`config.mk`:
```
export PLATFORM = sky130hd
export DESIGN_NAME = arith_mulsi_ext_seq
export DESIGN_NICKNAME = d
export VERILOG_FILES = /design/src/rtl/arith_mulsi_ext_seq.sv
export SDC_FILE = /design/constraint.sdc
export NUM_CORES = 1
export LEC_CHECK = 0
export BUFFER_PORTS_ARGS = -buffer_cell sky130_fd_sc_hd__buf_2
export CAP_MARGIN = 20
export CORE_ASPECT_RATIO = 0.9
export CORE_MARGIN = 2
export CORE_UTILIZATION = 25
export DETAILED_ROUTE_END_ITERATION = 16
export MAX_ROUTING_LAYER = met4
export PLACE_DENSITY = 0.47
export SETUP_SLACK_MARGIN = 0.2
export SLEW_MARGIN = 15
export SYNTH_ARGS = -nofsm -noshare
export SYNTH_HDL_FRONTEND = slang
export SYNTH_SLANG_ARGS = --single-unit
```
`constraint.sdc`:
```
create_clock -name clk -period 9.63 [get_ports clk]
set_input_delay 1.926 -clock clk [delete_from_list [all_inputs] [get_ports clk]]
set_output_delay 1.926 -clock clk [all_outputs]
set_load 0.02 [all_outputs]
```
`src/rtl/arith_mulsi_ext_seq.sv`:
```
// Sequential signed multiplier: WIDTH x WIDTH -> 2*WIDTH product.
// Operands are converted to magnitudes, multiplied one multiplier bit per
// cycle by shift-and-add, then the sign is applied in a single fix-up cycle.
module arith_mulsi_ext_seq #(
   parameter int WIDTH = 32
) (
   input  logic               clk,
   input  logic               rst_n,
   input  logic               a_valid,
   output logic               a_ready,
   input  logic [WIDTH-1:0]   a_data,
   input  logic               b_valid,
   output logic               b_ready,
   input  logic [WIDTH-1:0]   b_data,
   output logic               result_valid,
   input  logic               result_ready,
   output logic [WIDTH-1:0]   result_data,
   output logic [WIDTH-1:0]   result_hi_data
);

   localparam int CW = $clog2(WIDTH + 1);

   localparam logic [1:0] IDLE = 2'd0;
   localparam logic [1:0] BUSY = 2'd1;
   localparam logic [1:0] FIX  = 2'd2;
   localparam logic [1:0] DONE = 2'd3;

   localparam logic [WIDTH-1:0]   ONE_W      = 1;
   localparam logic [2*WIDTH-1:0] ONE_2W     = 1;
   localparam logic [CW-1:0]      ONE_C      = 1;
   localparam logic [CW-1:0]      COUNT_INIT = CW'(WIDTH);

   logic [1:0]         state_reg,  state_next;
   logic [2*WIDTH-1:0] acc_reg,    acc_next;
   logic [2*WIDTH-1:0] mcand_reg,  mcand_next;
   logic [WIDTH-1:0]   mplier_reg, mplier_next;
   logic [CW-1:0]      count_reg,  count_next;
   logic               sign_reg,   sign_next;

   logic [WIDTH-1:0]   a_mag;
   logic [WIDTH-1:0]   b_mag;
   logic               accept;
   logic               in_idle;

   // Unsigned magnitudes; the most negative value maps to 2^(WIDTH-1),
   // which fits in WIDTH unsigned bits, so there is no overflow case.
   assign a_mag = a_data[WIDTH-1] ? (~a_data + ONE_W) : a_data;
   assign b_mag = b_data[WIDTH-1] ? (~b_data + ONE_W) : b_data;

   assign in_idle = (state_reg == IDLE);
   // Each ready depends on the other operand's valid so both are taken together.
   assign a_ready = in_idle & b_valid;
   assign b_ready = in_idle & a_valid;
   assign accept  = in_idle & a_valid & b_valid;

   assign result_valid   = (state_reg == DONE);
   assign result_data    = result_valid ? acc_reg[WIDTH-1:0]       : '0;
   assign result_hi_data = result_valid ? acc_reg[2*WIDTH-1:WIDTH] : '0;

   // Next-state and datapath: load, shift-and-add, sign fix-up, hold result.
   always_comb begin
      state_next  = state_reg;
      acc_next    = acc_reg;
      mcand_next  = mcand_reg;
      mplier_next = mplier_reg;
      count_next  = count_reg;
      sign_next   = sign_reg;
      case (state_reg)
         IDLE: begin
            if (accept) begin
               mcand_next  = {{WIDTH{1'b0}}, a_mag};
               mplier_next = b_mag;
               sign_next   = a_data[WIDTH-1] ^ b_data[WIDTH-1];
               acc_next    = '0;
               count_next  = COUNT_INIT;
               state_next  = BUSY;
            end
         end
         BUSY: begin
            // mcand_reg already carries the shift for the current bit index.
            if (mplier_reg[0]) begin
               acc_next = acc_reg + mcand_reg;
            end
            mcand_next  = mcand_reg << 1;
            mplier_next = mplier_reg >> 1;
            count_next  = count_reg - ONE_C;
            if (count_reg == ONE_C) begin
               state_next = FIX;
            end
         end
         FIX: begin
            // Negating zero yields zero, so no negative-zero case arises.
            if (sign_reg) begin
               acc_next = ~acc_reg + ONE_2W;
            end
            state_next = DONE;
         end
         DONE: begin
            if (result_ready) begin
               state_next = IDLE;
            end
         end
      endcase
   end

   // State registers with asynchronous active-low clear.
   always_ff @(posedge clk or negedge rst_n) begin
      if (!rst_n) begin
         state_reg  <= IDLE;
         acc_reg    <= '0;
         mcand_reg  <= '0;
         mplier_reg <= '0;
         count_reg  <= '0;
         sign_reg   <= 1'b0;
      end else begin
         state_reg  <= state_next;
         acc_reg    <= acc_next;
         mcand_reg  <= mcand_next;
         mplier_reg <= mplier_next;
         count_reg  <= count_next;
         sign_reg   <= sign_next;
      end
   end

endmodule
```
---- After elaboration in Yosys (flattened, before gate mapping) ----
Cells that the tools add are included.
storage, ports and cells
  flip-flop bits (word level) ............. 169
  output and inout bits ................... 67
operators by class
  reductions and logical operators ........ 7
  bitwise logic cells ..................... 7
  equality and inequality tests ........... 9
  muxes and demuxes ....................... 18
  add/sub/neg operators ................... 5
operators with widths
  kind                                                  number
  two-way mux 64 bit                                    4
  case mux 64 bit (3 select lines)                      1
  two-way mux 32 bit                                    5
  case mux 64 bit (2 select lines)                      1
  adder 32 x 1 -> 32 bit (second input constant)        2
  adder 64 x 1 -> 64 bit (second input constant)        1
  adder 64 bit                                          1
  NOT 32 bit                                            2
  NOT 64 bit                                            1
  case mux 32 bit (2 select lines)                      1
  case mux 6 bit (2 select lines)                       1
  inequality test 2 bit (second input constant)         4
  case mux 2 bit (4 select lines)                       1
  equality test 6 x 1 -> 1 bit (second input constant)  1
  two-way mux 2 bit                                     3
  two-way mux 6 bit                                     1
  subtractor 6 x 1 -> 6 bit (second input constant)     1
  equality test 2 bit (second input constant)           2
  AND reduction 2 bit                                   2
  AND reduction 4 bit                                   1
  AND 1 bit                                             3
  AND reduction 3 bit                                   1
  nonzero test 3 bit                                    1
  equality test 2 x 1 -> 1 bit (second input constant)  1
  other kinds (4)                                       4

---- Longest topological paths before layout ----
Gate-level depths: netlist of run 1.
  word-level depth ........................ 5
  mapped depth ............................ 13

---- Worst setup path before layout of run 1 ----
No wires, ideal clock.
  path type ............................... input-to-reg
  start point ............................. in b_data[8]
  end point ............................... reg mplier_reg[29]
  setup slack ............................. 5.159 ns
  data arrival time ....................... 4.389 ns
  path buffers ............................ 0
  library setup time ...................... 0.083 ns
  stages .................................. 10
  cell sequence ........................... or4_1 > or3_1 > or3_1 > nor2_1 > nand3_1 > or3_1 > o41ai_1 > xnor2_1 > nor2_1 > o21ai_0
between the ends
  longest elaborated chain between the ends .. 5
ends and longest elaborated chain
  item                              RTL line  source
  start: declaration                14        input logic [WIDTH-1:0] b_data,
  NOT 32 bit                        48        assign b_mag = b_data[WIDTH-1] ? (~b_data + ONE_W) : b_data;
  adder 32 x 1 -> 32 bit            48
  two-way mux 32 bit                48
  two-way mux 32 bit                70        if (accept) begin
  case mux 32 bit (2 select lines)  68        case (state_reg)
  end signal: assignment            119       mplier_reg <= mplier_next;
  end: declaration                  36        logic [WIDTH-1:0] mplier_reg, mplier_next;
No other way between the ends. The select of a mux whose other input is x is not followed.
A chain may end at the register's enable or synchronous reset.

---- Worst setup path in the final report of run 1 ----
Same ends and word-level chain as after synthesis.

==> flow_summary.ini, run 1 <==
[logic_synthesis]
seq_area_frac_synth_pct = 30.38
synth_edf_count = 0
yosysWarnings = 0
syn_avg_cell_area_um2 = 7.758
ys_async_sr_fraction_pct = 100.0
post_synth_num_cell_types = 76
mappedNetlistArea_um2 = 13920
mappedNetlistNets = 1938
postSynthCellCount = 1794
ys_seq_elements = 169
synthFlopType = sky130_fd_sc_hd__dfrtp_1

[floorplan]
num_io_pins = 136
die_area_um2 = 57580
core-area_um2 = 55400
chipHeight_um = 227.8
core.rowCount = 82
initial_utilization_pct = 25.12
fp.dieW_um = 252.7

[route]
detail_route.wl_per_cell_um = 18.61
drt_pre_antenna_iters = 5
drc_errors = 0
drtAntennaViolNets = 0
avgViaCountPerCell = 5.268
num_vias = 13600
totalWireLength_mm = 48.06
detailedRoute.firstIterationViolations = 1130

[clock_tree]
cts_max_path_buffers = 2
post_cts_resized = 0
post_cts_hold_buffer_count = 0
tritoncts = yes
htree_num_levels = 4
cts_inserted_buffers = 17
clock_sink_count = 169
clock_pin_slew_on_the_worst_setup_and_hold_paths_ns = 0.06
clk_latency_ns = 0.50
cts.repair_timing.setup_buffer_count = 0
clock_tree.root_cell = sky130_fd_sc_hd__clkbuf_16

[global_route]
globalRouteTotalUtil_pct = 17.29
first_global_vias = 13070
initial_antenna_violation_count = 3
overflow = 0
grt_max_degree = 85
grt_first_pass_wirelength_mm = 75.76

[setup_path]
worst-path-max-fanout = 4
max_stage_delay_ns = 0.56
worst_r2r_path_depth = 10
timing.critical_path.arrival_ns = 4.82
critPathRequiredTime_ns = 10.05
reg2reg_slack_ns = 5.23
worstSetupEndpointType = flip-flop
timing.rr.end = acc_reg[17]$_DFFE_PN0P_
cp_common_cell = sky130_fd_sc_hd__or3_1
class_of_the_most_critical_setup_path = input pin to flip-flop
cpMaxStageDelayCell = sky130_fd_sc_hd__or4_1
critical_path.startpoint_type = input pin
path_cells = buf_2, or4_1, or3_1, or3_1, nor2_1, nand3_1, or3_1, o41ai_1, xnor2_1, nor2_1, o21ai_0
timing.rr.start = state_reg[0]$_DFFE_PN0P_

[finish]
area.sequential_um2 = 4229
net_count_reported_at_finish = 1996
layout-drive-gt1-share_pct = 11.05
areaGrowthSynthToFinish_pct = 13.68
multi_input_comb_area_um2 = 9171
fillCellCount = 6070
finalNonFillerCells = 2582

[run]
max-cap-violations = 0

[placement]
post-dp-hpwl_mm = 34.91
dpl_worst_slack_ns = 4.789
portBuffers = 135
numPlacedInstances = 2547
gp_routability_congestion = 0.8969

[sta]
setup_repair_after_global_routing_missed_its_margin = false
timing_worst_slew_pin_value_ns = 1.097
setup_slack_of_the_critical_path_after_layout_ns = 5.230
finalSetupTns_ns = 0
finalHoldViolCount = 0
fin_skew_ns = 0.01522
worst_slew_margin_rel_pct = 26.66
setup_viol_count_final = 0
period_needed_ns = 4.400
final-max-slew-violation-count = 0
achievable-frequency_ghz = 0.2273
finalCritPeriodShare_pct = 45.69

[hold_path]
min_from = mplier_reg[29]$_DFFE_PN0P_
worst_hold_path.num_cells = 2
worst_hold_path_type = flip-flop to flip-flop
timing.hold.worst_endpoint = mplier_reg[29]$_DFFE_PN0P_

[outcome]
status = finished, final reports clean

[pwr]
power_leakage_uw = 0.006882
ir_worst_vdd_uv = 300.5
p_per_area_nw_per_um2 = 298.2
placed cells by master, fill, tap and decap left out, types with 17 or more instances in the layout:
cell type and instances:
sky130_fd_sc_hd__o21ai_0 196, sky130_fd_sc_hd__nand2_1 182, sky130_fd_sc_hd__a21oi_1 169, sky130_fd_sc_hd__dfrtp_1 169
sky130_fd_sc_hd__nor2_1 155, sky130_fd_sc_hd__buf_2 134, sky130_fd_sc_hd__xor2_1 79, sky130_fd_sc_hd__and2_1 73
sky130_fd_sc_hd__ha_1 72, sky130_fd_sc_hd__nor3_1 69, sky130_fd_sc_hd__a22o_1 53, sky130_fd_sc_hd__xnor2_1 41
sky130_fd_sc_hd__nand3_1 37, sky130_fd_sc_hd__inv_1 34, sky130_fd_sc_hd__a21o_1 29, sky130_fd_sc_hd__nand4_1 28
sky130_fd_sc_hd__nor4_1 22, sky130_fd_sc_hd__o31ai_1 21, sky130_fd_sc_hd__o22ai_1 19, sky130_fd_sc_hd__o21bai_1 17
sky130_fd_sc_hd__clkbuf_16 17
power by group:
group	internal, uW	switching, uW	total [uW]
Combinational	921	1820	2740
Clock	415	316	731
Sequential	957	286	1240
Total	2290	2430	4720
area by class of cell:
class / count / area share [%]
multi-input cells: 1479 / 57.96
clock buffers: 26 / 3.218
flip-flops and latches: 169 / 26.73
well taps: 714 / 5.646
inverters: 35 / 0.8303
diodes: 3 / 0.04745
clock inverters: 6 / 0.5456
repair buffers: 150 / 5.021
cell families after synthesis:
| logic type | after synthesis | share of synthesized area [%] |
|---|---|---|
| AOI/OAI and AO/OA | 615 | 27.20 |
| muxes | 10 | 0.7372 |
| DFF | 169 | 30.38 |
| xor gates and xnor gates | 120 | 7.551 |
| buffers and inverters | 146 | 3.964 |
| adders and majority gates | 75 | 6.796 |
| and+or+nand+nor | 659 | 23.36 |
layer usage:
layer | up-vias | wire length, um | global-route usage, %
met3 | 49 | 2002 | 2.373
li1 | 6675 | - | -
met5 | - | 0 | -
met1 | 6549 | 24020 | 24.27
met4 | 0 | 1071 | 6.084
met2 | 328 | 20960 | 25.27
critical path, delay by kind of cell:
family | cells | cell delay, ns
buffers and inverters | 1 | 0.11
XOR/XNOR | 1 | 0.18
AO/OA/AOI/OAI | 2 | 0.50
AND/OR/NAND/NOR | 7 | 2.10
cell usage after synthesis (all sizes together) (15+ instances only):
| library cell | count | share of area (%) |
|---|---|---|
| o21ai | 200 | 7.2 |
| nand2 | 182 | 4.9 |
| a21oi | 169 | 6.1 |
| dfrtp | 169 | 30 |
| nor2 | 157 | 4.3 |
| clkbuf | 97 | 2.6 |
| xor2 | 79 | 5.0 |
| ha | 74 | 6.7 |
| and2 | 73 | 3.3 |
| nor3 | 72 | 2.7 |
| a22o | 53 | 3.3 |
| xnor2 | 41 | 2.6 |
| nand3 | 38 | 1.4 |
| inv | 34 | 0.92 |
| a21o | 29 | 1.6 |
| nand4 | 28 | 1.3 |
| nor4 | 23 | 1.1 |
| o31ai | 21 | 1.1 |
| o22ai | 19 | 0.85 |
| a22oi | 17 | 0.92 |
| o21bai | 17 | 0.92 |
| or3 | 17 | 0.80 |
| a31oi | 15 | 0.67 |
| or4 | 15 | 0.86 |
stage by stage:
| stage | instance area (um2) | hold WS [ns] | total power [uW] | utilization (%) |
|---|---|---|---|---|
| 6_report | 15820 | 0.4784 | 4719 | 28.56 |
| 5_1_grt | 15820 | 0.5016 | 5127 | 28.56 |
| 3_3_place_gp | 15220 | 0.4620 | 3954 | 27.47 |
| 2_1_floorplan | 13920 | 0.4446 | 3132 | - |
| 3_5_place_dp | 15220 | 0.4699 | 3991 | 27.47 |
| 4_1_cts | 15820 | 0.4847 | 4740 | 28.55 |
worst max path at each step:
stage	startpoint	endpoint	slack (ns)	cells after the start
2_1_floorplan	b_data[8]	mplier_reg[29]$_DFFE_PN0P_	5.16	10
3_3_place_gp	b_data[8]	mplier_reg[29]$_DFFE_PN0P_	4.79	11
3_5_place_dp	b_data[8]	mplier_reg[29]$_DFFE_PN0P_	4.79	11
4_1_cts	state_reg[0]$_DFFE_PN0P_	result_hi_data[0]	5.23	4
5_1_grt	state_reg[0]$_DFFE_PN0P_	acc_reg[17]$_DFFE_PN0P_	5.02	10
6_report	b_data[8]	mplier_reg[29]$_DFFE_PN0P_	5.23	11
Power figures use the tool's default switching activity.
==> run 2, diff against run 1 <==
Settings changed: PLACE_DENSITY 0.47 to 0.49.
Clock period 9.63 ns to 3.65 ns, I/O delays scaled along.
==> flow_summary.ini, run 2 (synthesized netlist as in run 1, its figures left out) <==
[outcome]
status = finished, final reports clean

[floorplan]
num_io_pins = 136
die_area_um2 = 57580
core.rowCount = 82
initial_utilization_pct = 25.12
fp.dieW_um = 252.7
core-area_um2 = 55400
chipHeight_um = 227.8

[setup_path]
cp-endpoint = acc_reg[60]$_DFFE_PN0P_
worst-path-max-fanout = 8
critPathRequiredTime_ns = 4.01
worstSetupEndpointType = flip-flop
worst_r2r_path_depth = 9
timing.rr.end = acc_reg[60]$_DFFE_PN0P_
critical_path.startpoint_type = flip-flop
timing.rr.start = acc_reg[14]$_DFFE_PN0P_
reg2reg_slack_ns = 0.22
class_of_the_most_critical_setup_path = flip-flop to flip-flop
cp-startpoint = acc_reg[14]$_DFFE_PN0P_
timing.critical_path.arrival_ns = 3.80

[sta]
fin_skew_ns = 0.01386
worst_slew_margin_rel_pct = 47.49
finalCritPeriodShare_pct = 94.08
finalSetupTns_ns = 0
setup_repair_after_global_routing_missed_its_margin = true
fin_worst_hold_slack_ns = 0.2700
achievable-frequency_ghz = 0.2912
setup_slack_of_the_critical_path_after_layout_ns = 0.2160
period_needed_ns = 3.434
finalHoldViolCount = 0
setup_viol_count_final = 0
final-max-slew-violation-count = 0
timing_worst_slew_pin_value_ns = 0.7877

[clock_tree]
clock_sink_count = 169
cts_inserted_buffers = 17
clk_latency_ns = 0.50
tritoncts = yes
clock_tree.root_cell = sky130_fd_sc_hd__clkbuf_16
cts_max_path_buffers = 2
htree_num_levels = 4
clock_pin_slew_on_the_worst_setup_and_hold_paths_ns = 0.07
post_cts_hold_buffer_count = 0

[pwr]
power_leakage_uw = 0.007212
ir_worst_vdd_uv = 714.0
p_per_area_nw_per_um2 = 799.4

[global_route]
grt_max_degree = 71
overflow = 0
first_global_vias = 13320
globalRouteTotalUtil_pct = 17.85
grt_first_pass_wirelength_mm = 77.64
initial_antenna_violation_count = 6

[route]
num_vias = 13860
drc_errors = 0
detailedRoute.firstIterationViolations = 1093
drt_pre_antenna_iters = 7
detail_route.wl_per_cell_um = 18.66
avgViaCountPerCell = 5.243
drtAntennaViolNets = 0
totalWireLength_mm = 49.34

[finish]
layout_commonest_cell = sky130_fd_sc_hd__o21ai_0
final_design_area_no_fill_um2 = 16460
layout-drive-gt1-share_pct = 15.12
areaGrowthSynthToFinish_pct = 18.25
mostFrequentLayoutCells = sky130_fd_sc_hd__o21ai_0, sky130_fd_sc_hd__nand2_1, sky130_fd_sc_hd__a21oi_1, sky130_fd_sc_hd__dfrtp_1, sky130_fd_sc_hd__nor2_1
net_count_reported_at_finish = 2055

[run]
max-cap-violations = 0

[hold_path]
worst_hold_path_type = input pin to async pin

[placement]
dpl_cell_area_um2 = 15630
post-dp-hpwl_mm = 37.31
portBuffers = 135
dpl_worst_slack_ns = 0.03974
gp_routability_congestion = 0.9098
-- run 2: changes by cell type in the layout (fill, tap and decap cells not counted), moves of 3 or more --
cell                        previous run  this run
sky130_fd_sc_hd__buf_4                15        73
sky130_fd_sc_hd__bufinv_16             2         5
sky130_fd_sc_hd__clkbuf_1              4         0
sky130_fd_sc_hd__clkbuf_8              5         1
sky130_fd_sc_hd__diode_2               3         6
sky130_fd_sc_hd__ha_1                 72        67
sky130_fd_sc_hd__ha_2                  1         6
sky130_fd_sc_hd__inv_6                 0         4
sky130_fd_sc_hd__o21ai_0             196       193
sky130_fd_sc_hd__o21ai_1               4         7
-- run 2: routing by layer --
metal / wire [um] / global-route usage, %
met4: 1240 / 5.973
met5: 0 / -
met1: 24670 / 25.24
met2: 20990 / 25.45
met3: 2433 / 3.206
-- run 2: worst min path at each step --
stage and to:
2_1_floorplan acc_reg[0]$_DFFE_PN0P_, 3_3_place_gp mplier_reg[23]$_DFFE_PN0P_, 3_5_place_dp mplier_reg[29]$_DFFE_PN0P_, 4_1_cts acc_reg[42]$_DFFE_PN0P_, 5_1_grt acc_reg[42]$_DFFE_PN0P_, 6_report acc_reg[42]$_DFFE_PN0P_
-- run 2: cell type report --
| class | instances | area (um2) |
|---|---|---|
| fillers | 6009 | 38940 |
| well taps | 714 | 893.4 |
| repair buffers | 209 | 1250 |
| flip-flops and latches | 169 | 4232 |
| diodes | 6 | 15.01 |
| inverters | 35 | 131.4 |
| multi-input cells | 1479 | 9280 |
| clock buffers | 18 | 439.2 |
| clock inverters | 14 | 217.7 |
-- run 2: power breakdown --
group	internal (uW)	switching (uW)	total, uW
logic	2760	5010	7760
registers	2520	745	3270
clock network	1240	887	2120
-- run 2: repair_timing --
item | CTS | global route
setup endpoints to repair | 2 | 20
resized for setup | 1 | 28
pin swaps | 0 | 8
buffers inserted | 0 | 5
-- run 2: critical path, stage by stage (launching register included) --
cell and delay [ns]:
sky130_fd_sc_hd__dfrtp_2 0.45, sky130_fd_sc_hd__or4_4 0.54, sky130_fd_sc_hd__nor4b_4 0.31, sky130_fd_sc_hd__nand3_2 0.15, sky130_fd_sc_hd__or3_4 0.45, sky130_fd_sc_hd__buf_4 0.20
sky130_fd_sc_hd__or4_4 0.45, sky130_fd_sc_hd__or3_4 0.41, sky130_fd_sc_hd__o21ai_0 0.20, sky130_fd_sc_hd__o211ai_1 0.13
-- run 2: per-stage QoR --
stage / power [uW] / utilization, % / cells
floorplan: 8262 / - / 1794
global placement: 10850 / 28.22 / 2601
detailed placement: 10910 / 28.22 / 2601
CTS: 13100 / 29.41 / 2633
global route: 14290 / 29.71 / 2644
finish: 13160 / 29.71 / 2644
